### config.mk
export PLATFORM = sky130hd
export DESIGN_NAME = fifo_word_unpacker
export DESIGN_NICKNAME = d
export VERILOG_FILES = /design/src/rtl/fifo_pkg.sv /design/src/rtl/fifo_word_unpacker.sv
export SDC_FILE = /design/constraint.sdc
export NUM_CORES = 1
export LEC_CHECK = 0
export BUFFER_PORTS_ARGS = -buffer_cell sky130_fd_sc_hd__buf_2
export CAP_MARGIN = 5
export CORE_MARGIN = 3
export CORE_UTILIZATION = 50
export DETAILED_ROUTE_END_ITERATION = 7
export PLACE_DENSITY = 0.76
export SETUP_SLACK_MARGIN = 0.1
export SYNTH_ARGS = -nofsm -noshare
export SYNTH_HDL_FRONTEND = slang
export SYNTH_SLANG_ARGS = --single-unit
export TNS_END_PERCENT = 20
### constraint.sdc
create_clock -name clk -period 2.01 [get_ports clk]
set_input_delay 0.3015 -clock clk [delete_from_list [all_inputs] [get_ports clk]]
set_output_delay 0.3015 -clock clk [all_outputs]
set_load 0.01 [all_outputs]
### src/rtl/fifo_pkg.sv
// fifo_pkg: definitions shared by the 8x32 FIFO and its word unpacker.
//   WORD_W          FIFO word width
//   BYTE_W          width of one byte lane on the byte stream
//   BYTES_PER_WORD  byte lanes per FIFO word
//   IDX_W           width of a byte-lane index
//   state_t         unpacker FSM encoding
//   byte_lane()     maps a transmit-order index to a physical byte lane
package fifo_pkg;

  localparam int WORD_W         = 32;
  localparam int BYTE_W         = 8;
  localparam int BYTES_PER_WORD = 4;
  localparam int IDX_W          = $clog2(BYTES_PER_WORD);

  typedef enum logic [1:0] {
    ST_IDLE = 2'd0,
    ST_REQ  = 2'd1,
    ST_LOAD = 2'd2,
    ST_SEND = 2'd3
  } state_t;

  // Transmit-order index 0 is the first byte on the wire. With msb_first the
  // first byte is the top lane, so the lane counts down from the top.
  function automatic logic [IDX_W-1:0] byte_lane(input logic [IDX_W-1:0] idx,
                                                 input logic             msb_first);
    logic [IDX_W-1:0] top;
    top = IDX_W'(BYTES_PER_WORD - 1);
    return msb_first ? (top - idx) : idx;
  endfunction

endpackage

### src/rtl/fifo_word_unpacker.sv
// fifo_word_unpacker: pops 32-bit words from a registered-read FIFO and emits
// each one as four bytes on a valid/ready byte stream.
//
// Parameters
//   MSB_FIRST   1: bits [31:24] go first; 0: bits [7:0] go first
// Ports
//   clk         clock, all state on posedge
//   rst         synchronous reset, active low
//   enable      allows fetching new words (never aborts a word in progress)
//   fifo_empty  FIFO empty flag, only looked at in IDLE
//   fifo_data   FIFO read data, valid the cycle after fifo_rd_en
//   fifo_rd_en  registered one-cycle pop strobe, one per word
//   byte_out    current byte (0x00 when no byte is offered)
//   byte_valid  byte_out holds a valid byte
//   byte_ready  sink accepts on byte_valid & byte_ready at posedge
//   byte_last   marks the 4th byte of a word
//   busy        registered, high in every state except IDLE
//   word_count  number of fully transmitted words, wraps at 16 bits
module fifo_word_unpacker
  import fifo_pkg::*;
#(
  parameter int MSB_FIRST = 1
) (
  input  logic              clk,
  input  logic              rst,
  input  logic              enable,
  input  logic              fifo_empty,
  input  logic [WORD_W-1:0] fifo_data,
  output logic              fifo_rd_en,
  output logic [BYTE_W-1:0] byte_out,
  output logic              byte_valid,
  input  logic              byte_ready,
  output logic              byte_last,
  output logic              busy,
  output logic [15:0]       word_count
);

  state_t            r_state;
  state_t            w_state_nxt;
  logic [WORD_W-1:0] r_shift;
  logic [IDX_W-1:0]  r_idx;
  logic [15:0]       r_word_count;
  logic              r_rd_en;
  logic              r_busy;

  logic              w_send;
  logic              w_hs;
  logic              w_last_idx;
  logic              w_last_hs;
  logic [IDX_W-1:0]  w_lane;

  assign w_send     = (r_state == ST_SEND);
  assign w_hs       = w_send && byte_ready;
  assign w_last_idx = (r_idx == IDX_W'(BYTES_PER_WORD - 1));
  assign w_last_hs  = w_hs && w_last_idx;
  assign w_lane     = byte_lane(r_idx, (MSB_FIRST != 0));

  always_ff @(posedge clk) begin
    if (!rst) begin
      r_state <= ST_IDLE;
    end else begin
      r_state <= w_state_nxt;
    end
  end

  always_comb begin
    w_state_nxt = r_state;
    byte_valid  = 1'b0;
    byte_last   = 1'b0;
    byte_out    = '0;
    case (r_state)
      // fifo_empty/enable matter only here, so a word in progress always
      // completes and a FIFO refilled during SEND is seen on return to IDLE.
      ST_IDLE: if (enable && !fifo_empty) w_state_nxt = ST_REQ;
      ST_REQ:  w_state_nxt = ST_LOAD;
      ST_LOAD: w_state_nxt = ST_SEND;
      ST_SEND: begin
        // Outputs depend only on state, index and shift register, none of
        // which change without a handshake, so a stall holds them stable.
        byte_valid = 1'b1;
        byte_last  = w_last_idx;
        byte_out   = r_shift[w_lane*BYTE_W +: BYTE_W];
        if (w_last_hs) w_state_nxt = ST_IDLE;
      end
      default: w_state_nxt = ST_IDLE;
    endcase
  end

  always_ff @(posedge clk) begin
    if (!rst) begin
      r_shift      <= '0;
      r_idx        <= '0;
      r_word_count <= '0;
      r_rd_en      <= 1'b0;
      r_busy       <= 1'b0;
    end else begin
      // Registered from the next state so the strobe and busy line up with
      // the state they describe rather than trailing it by a cycle.
      r_rd_en <= (w_state_nxt == ST_REQ);
      r_busy  <= (w_state_nxt != ST_IDLE);
      if (r_state == ST_LOAD) begin
        r_shift <= fifo_data;
        r_idx   <= '0;
      end else if (w_hs) begin
        r_idx <= r_idx + 1'b1;
      end
      if (w_last_hs) begin
        r_word_count <= r_word_count + 16'd1;
      end
    end
  end

  assign fifo_rd_en = r_rd_en;
  assign busy       = r_busy;
  assign word_count = r_word_count;

endmodule

# After elaboration in Yosys (flattened, before gate mapping)
# Index checks and enable logic that the tools add are counted.
[word_totals]
elab_cells = 29
input_bits = 37
reg_bits = 54
output_inout_bits = 28
[op_classes]
n_addsub = 3
eq_ne = 5
reduce_logical = 7
bitwise = 1
shifts = 1
n_mux = 6
[ops]
columns = ["op", "n"]
rows = [
  ["32-bit by 6-bit variable part select with 8-bit output", 1],
  ["16-bit by 1-bit adder with 16-bit output (second input constant)", 1],
  ["8-bit two-way mux", 1],
  ["2-bit case mux with 4 select lines", 1],
  ["2-bit equality test (second input constant)", 3],
  ["2-bit by 1-bit equality test with 1-bit output (second input constant)", 2],
  ["2-bit two-way mux", 2],
  ["1-bit logical AND", 3],
  ["2-bit by 1-bit adder with 2-bit output (second input constant)", 1],
  ["2-bit logical NOT", 1],
  ["1-bit two-way mux", 2],
  ["2-bit nonzero test", 1],
  ["2-bit OR reduction", 1],
  ["2-bit subtractor (first input constant)", 1],
  ["1-bit logical NOT", 1],
  ["1-bit inverter", 1],
]

# Depth between registers and ports, before layout
# Gate-level depths: netlist of the first run.
[logic_depth]
depth_word = 6
mapped_depth = 6
ltp_nobuf = 5

# Worst setup path before layout of the first run
# No wires, ideal clock.
[synth_timing]
path_type = "reg-to-output"
startpoint = "reg r_idx[0]"
endpoint = "out byte_out[0]"
stages_incl_launch_ff = 4
t_arrival_ns = 1.259
slack_ns = 0.449
n_path_buf = 1
required_time_ns = 1.709
cell_sequence = "dfxtp_1 > buf_2 > mux4_2 > and2_1"
[synth_via]
elab_chain_len = 3
[synth_rtl]
columns = ["item", "line", "rtl"]
rows = [
  ["start, declared", "fifo_word_unpacker.sv:41", "logic [IDX_W-1:0] r_idx;"],
  ["start signal, assigned", "fifo_word_unpacker.sv:105", "r_idx <= r_idx + 1'b1;"],
  ["2-bit subtractor", "fifo_pkg.sv:28", "return msb_first ? (top - idx) : idx;"],
  ["32-bit by 6-bit variable part select with 8-bit output", "fifo_word_unpacker.sv:82", "byte_out = r_shift[w_lane*BYTE_W +: BYTE_W];"],
  ["8-bit two-way mux", "fifo_word_unpacker.sv:71", "case (r_state)"],
  ["end, declared", "fifo_word_unpacker.sv:30", "output logic [BYTE_W-1:0] byte_out,"],
]
# Every way passes these cells.

# Final worst setup path of the first run
# Same ends and word-level chain as after synthesis.

==> results of run 1 <==
[stage by stage]
step           hold WS, ps  setup slack (ps)  cells
5_1_grt                238              59.9    396
2_1_floorplan          440               449    269
6_report               239               115    396
3_5_place_dp           456               218    386
4_1_cts                228              83.9    396
3_3_place_gp           448               267    386
[kinds of logic after synthesis]
kind of cell / Yosys count / share of synthesized area
compound gates: 41 / 0.120
simple gates: 128 / 0.263
flops: 54 / 0.436
buf+inv: 21 / 0.0419
mux: 15 / 0.101
fa+ha+maj: 2 / 0.0101
xor+xnor: 8 / 0.0283
[critical path, cell delays in order, from the launching register on]
cell	delay (ps)
dfxtp_4	380
buf_4	120
mux4_2	470
and2_1	180
buf_2	140
[layout make-up]
class / instances / area [sq um]
sequential: 54 / 1090
fill: 404 / 1580
clock buffer: 5 / 68.8
inverter: 3 / 11.3
tap: 65 / 81.3
timing repair buffer: 72 / 397
clock inverter: 3 / 40.0
multi-input combinational: 194 / 1300
[sequential cells by signal, summed over array words and instances (netlist names)]
name        flops
busy            1
fifo_rd_en      1
r_idx           2
r_shift        32
r_state         2
word_count     16
[placed cells by master (no fill, tap or decap), types with 2 or more instances in the layout]
cell type,instances
a21boi_0,33
a21oi_1,3
and2_1,17
and3_1,2
buf_2,64
buf_4,6
clkbuf_8,5
clkinv_2,2
dfxtp_1,52
ha_1,2
inv_1,3
mux2i_1,7
mux4_2,8
nand2_1,76
nand2b_1,5
nand3_1,6
nand4_1,2
nand4_4,2
nor2b_1,4
nor3_1,4
o21a_1,2
o21ai_0,2
xnor2_1,2
xor2_1,6
[what timing repair did]
item,in CTS,in global routing
resized for setup,3,2
setup endpoints to repair,8,8
setup buffers,2,0
[power groups by stage]
stage	clock network, uW	registers, uW	logic (uW)
2_1_floorplan	0	1140	117
3_3_place_gp	0	1160	167
3_5_place_dp	0	1160	170
4_1_cts	733	1130	171
5_1_grt	765	1140	192
6_report	706	1130	170
[metal layers]
layer,vias up,share of wire,wire [um]
met5,-,0,0
met4,0,0.013,64
met3,4,0.045,232
met2,48,0.45,2280
met1,898,0.50,2530
li1,1023,-,-
[how the worst min path moves through the flow]
stage,depth (start not counted),end,start,slack (ps)
after detailed placement,2,r_shift[31],r_shift[31],460
after global routing,3,r_shift[18],fifo_data[18],240
after floorplan,2,r_shift[10],r_shift[10],440
after global placement,2,r_shift[9],r_shift[9],450
final,3,r_shift[20],fifo_data[20],240
after CTS,3,r_shift[29],fifo_data[29],230
==> impl_metrics.toml, run 1 <==
[logic_synthesis]
ys.flop_type = "dfxtp_1"
synth-edff-count = 0
synth_seq_area_share = 0.436
syn_inst = 269
yosys_warnings = 0
synth.distinct_cells = 35
async_flop_share = 0
synthTopCellsByArea = "dfxtp_1 (44%), nand2_1 (12%), a21boi_0 (10%)"
synth_common_cells = "nand2_1 (76), dfxtp_1 (54), a21boi_0 (33)"
netlist.top_cell.by_area = "dfxtp_1"
synth-seq-cells = 54
yosysMostFrequentCell = "nand2_1"
syn_area_per_cell_sq_um = 9.22
synth_top_cell_area_share = 0.436
synthesis.area_sq_um = 2480
syn_nets = 308

[finish]
antenna_cells = 0
nNetsFinal = 369
final_area_sq_um = 2980
drive_gt1_frac = 0.293
syn2layout_area_growth_pct = 20.3
fin_util = 0.654

[clock_tree]
cts-root-buf = "clkbuf_8"
cts_made_buffers = 5
postCtsHoldBufs = 0
clock-sinks = 54
cts_tree = "built"
path_clk_slew_ps = 90
cts_buffer_depth = 2
ctsHtreeMaxLevel = 2
clock_latency_ps = 300

[timing]
hold_viol_final = 0
skew_ps = 7.48
setup_viol_count_final = 0
period_needed_ps = 1900
maxSlewViolCount = 0
post-route-period-util = 0.943
tightest_slew_ps = 435
fin_tns_setup_ps = 0
slew_headroom = 0.709
fmax_ghz = 0.528
rsz0062_at_grt = "true"

[global_route]
grt-busiest-layer = "met2"
grt_max_degree = 45
met2_usage = 0.293
grt_pass1_vias = 1916
use_met3 = 0.0414
overflow = 0
grt_antenna_before_repair = 0
grtUsageTotal = 0.181
met1_usage = 0.242
grt_pass1_wl_mm = 8.79

[placed_design]
gp_congestion = 0.724
io_buffers = 64
dp_hpwl_mm = 3.55
dpl_cell_area_sq_um = 2850

[critical_path]
cp_data_arrival_time_ps = 1590
ff2ff_setup_slack_ps = 320
crit_end = "byte_out[0]"
end_kind = "output port"
r2r_start = "r_idx[0]"
startpoint_type = "flip-flop"
crit_fanout = 4
crit_type = "flip-flop to output port"
cp.required_ps = 1710
r2r-end = "word_count[15]"
reg2regPathDepth = 6
crit_start = "r_idx[0]"

[pwr]
finalPower_uw = 2010
internal_power_uw = 1560
pwr-share-clk = 0.352
p_sw_frac = 0.225
power_density_nw_per_um2 = 673
p_sw_uw = 451
ir_drop_v = 0.000386
pwr-share-comb = 0.085
pwr-share-seq = 0.563
p_leak_uw = 0.00132

[drt]
vias_per_cell = 4.98
drt_iter0_drc = 76
postRouteWirelength_mm = 5.10
wl_per_cell_um = 12.9
drc = 0
first_pass_iters = 4
antenna_left = 0
num_vias = 1973

[die]
initial_core_util = 0.543
die_h_um = 76.4
io_pins = 65
die_area_sq_um = 5840
dieWidth_um = 76.4
rows = 24
core_area_sq_um = 4560

[flow_run]
drv_cap = 0

[status]
status = "completed"

[hold_path]
hold_path.class = "primary input to flip-flop"
No activity file was read; power rests on OpenSTA's default activity.
==> inputs of run 2 (changes only) <==
--- a/config.mk
+++ b/config.mk
@@ -9,8 +9,10 @@
 export CAP_MARGIN = 5
 export CORE_MARGIN = 3
 export CORE_UTILIZATION = 50
+export CTS_BUF_LIST = sky130_fd_sc_hd__clkbuf_16
 export DETAILED_ROUTE_END_ITERATION = 7
 export PLACE_DENSITY = 0.76
+export RECOVER_POWER = 25
 export SETUP_SLACK_MARGIN = 0.1
 export SYNTH_ARGS = -nofsm -noshare
 export SYNTH_HDL_FRONTEND = slang
==> run 2 against run 1 <==
Against the previous run: global-route usage increased by 0.10 points; critical path depth is the same; fmax up 1.4%; wire length increased by 1.8%; critical path type unchanged.
==> impl_metrics.toml, run 2 (synthesis results as in run 1) <==
[finish]
top_register = "r_shift"
fill_cells = 393
antenna_cells = 0
nNetsFinal = 369
drive_gt1_frac = 0.242
layout_commonest_cell = "nand2_1"
largest_reg_flops = 32
fin_util = 0.661
most-common-layout-cells = "nand2_1 (76), dfxtp_1 (52), buf_2 (46), a21boi_0 (33), clkbuf_1 (18)"
syn2layout_area_growth_pct = 21.7

[die]
dieWidth_um = 76.4
rows = 24
die_area_sq_um = 5840
io_pins = 65
initial_core_util = 0.543
core_area_sq_um = 4560
die_h_um = 76.4

[timing]
setup_ws_ps = 141
fin_tns_setup_ps = 0
hold_ws_ps = 255
period_needed_ps = 1870
slew_headroom = 0.727
maxSlewViolCount = 0
hold_viol_final = 0
post-route-period-util = 0.930
tightest_slew_ps = 408
rsz0062_at_grt = "true"
skew_ps = 4.28
setup_viol_count_final = 0
fmax_ghz = 0.535

[global_route]
overflow = 0
grt_pass1_wl_mm = 8.86
grtUsageTotal = 0.182
grt_antenna_before_repair = 0
grt_max_degree = 45
grt_pass1_vias = 1931

[critical_path]
r2r_start = "r_idx[0]"
cp.required_ps = 1710
ff2ff_setup_slack_ps = 300
crit_type = "flip-flop to output port"
end_kind = "output port"
cp_cell_sequence = "buf_4, mux4_2, and2_4, buf_2"
cp_data_arrival_time_ps = 1570
reg2regPathDepth = 6
crit_fanout = 4
r2r-end = "word_count[15]"
crit_path_max_incr_delay_ps = 490
cp_slowest_cell = "mux4_2"
startpoint_type = "flip-flop"
critical_path.top_delay_family = "multiplexers"
cp_num_buf_inv = 2

[flow_run]
drv_cap = 0

[status]
status = "completed"

[clock_tree]
cts_tree = "built"
cts-root-buf = "clkbuf_16"
cts_made_buffers = 5
cts_buffer_depth = 2
path_clk_slew_ps = 70
clock_latency_ps = 290
ctsHtreeMaxLevel = 2
clock-sinks = 54

[hold_path]
hold_end = "r_shift[12]"
min_path_cells = 3
hold_path.class = "primary input to flip-flop"
min_from = "fifo_data[12]"

[drt]
first_pass_iters = 4
met3_length_um = 263
met1_length_mm = 2.52
antenna_left = 0
topRoutingLayerUsed = "met4"
drc = 0
wl_per_cell_um = 13.1
drt_iter0_drc = 102
num_vias = 1979
wl_met2_mm = 2.37
vias_per_cell = 5.00
postRouteWirelength_mm = 5.19

[pwr]
p_sw_frac = 0.215
ir_drop_v = 0.000422
internal_power_uw = 1770
pwr-share-comb = 0.076
p_sw_uw = 486
pwr-share-seq = 0.501
pwr-share-clk = 0.424
power_density_nw_per_um2 = 748
p_leak_uw = 0.00127

[placed_design]
pre_cts_slack_ps = 218
io_buffers = 64
dp_hpwl_mm = 3.55
gp_congestion = 0.724
-- run 2: worst max path at each step --
| stage | start | end | slack, ps | cells after the start |
|---|---|---|---|---|
| after floorplan | r_idx[0] | byte_out[0] | 450 | 3 |
| after global placement | r_idx[0] | byte_out[2] | 270 | 4 |
| after detailed placement | r_idx[0] | byte_out[2] | 220 | 4 |
| after CTS | r_idx[0] | byte_out[5] | 80 | 4 |
| after global routing | r_idx[0] | byte_out[4] | 90 | 4 |
| final | r_idx[0] | byte_out[5] | 140 | 4 |
-- run 2: what timing repair did --
item                       in CTS  in global routing
hold endpoints to repair        0                  0
hold buffers                    0                  0
setup endpoints to repair       8                 10
buffers inserted                0                  2
gates resized for setup         3                  3
-- run 2: through the flow --
stage	area, sq um	total power, uW	instances
global placement	2850	1320	386
CTS	3020	2270	394
floorplan	2480	1260	269
global route	3020	2330	396
finish	3020	2260	396
detailed placement	2850	1330	386
-- run 2: final cells by class --
class | instances | area, sq um | area share
tap | 65 | 81.3 | 0.0269
clock buffer | 5 | 125 | 0.0414
timing repair buffer | 72 | 374 | 0.124
inverter | 3 | 11.3 | 0.00373
multi-input combinational | 194 | 1300 | 0.431
sequential | 54 | 1090 | 0.360
clock inverter | 3 | 40.0 | 0.0133
-- run 2: worst reg2reg max path: cells and delay by family (launching register included) --
family,cells,cell delay (ps)
adder cells (fa/ha/maj),1,230
buffers and inverters,1,130
AND/OR/NAND/NOR,3,730
flip-flops,1,370
multiplexers,1,140
-- run 2: power by group through the flow --
stage          Clock (uW)  Combinational (uW)  Sequential (uW)
4_1_cts               973                 171             1130
3_3_place_gp            0                 167             1160
6_report              956                 171             1130
3_5_place_dp            0                 170             1160
5_1_grt              1000                 192             1140
2_1_floorplan           0                 117             1140
-- run 2: per-layer routing --
layer  vias to the layer above  track usage
met1                       910        0.245
met5                         -            0
met2                        49        0.296
met3                         2       0.0414
met4                         0       0.0435
li1                       1018            -
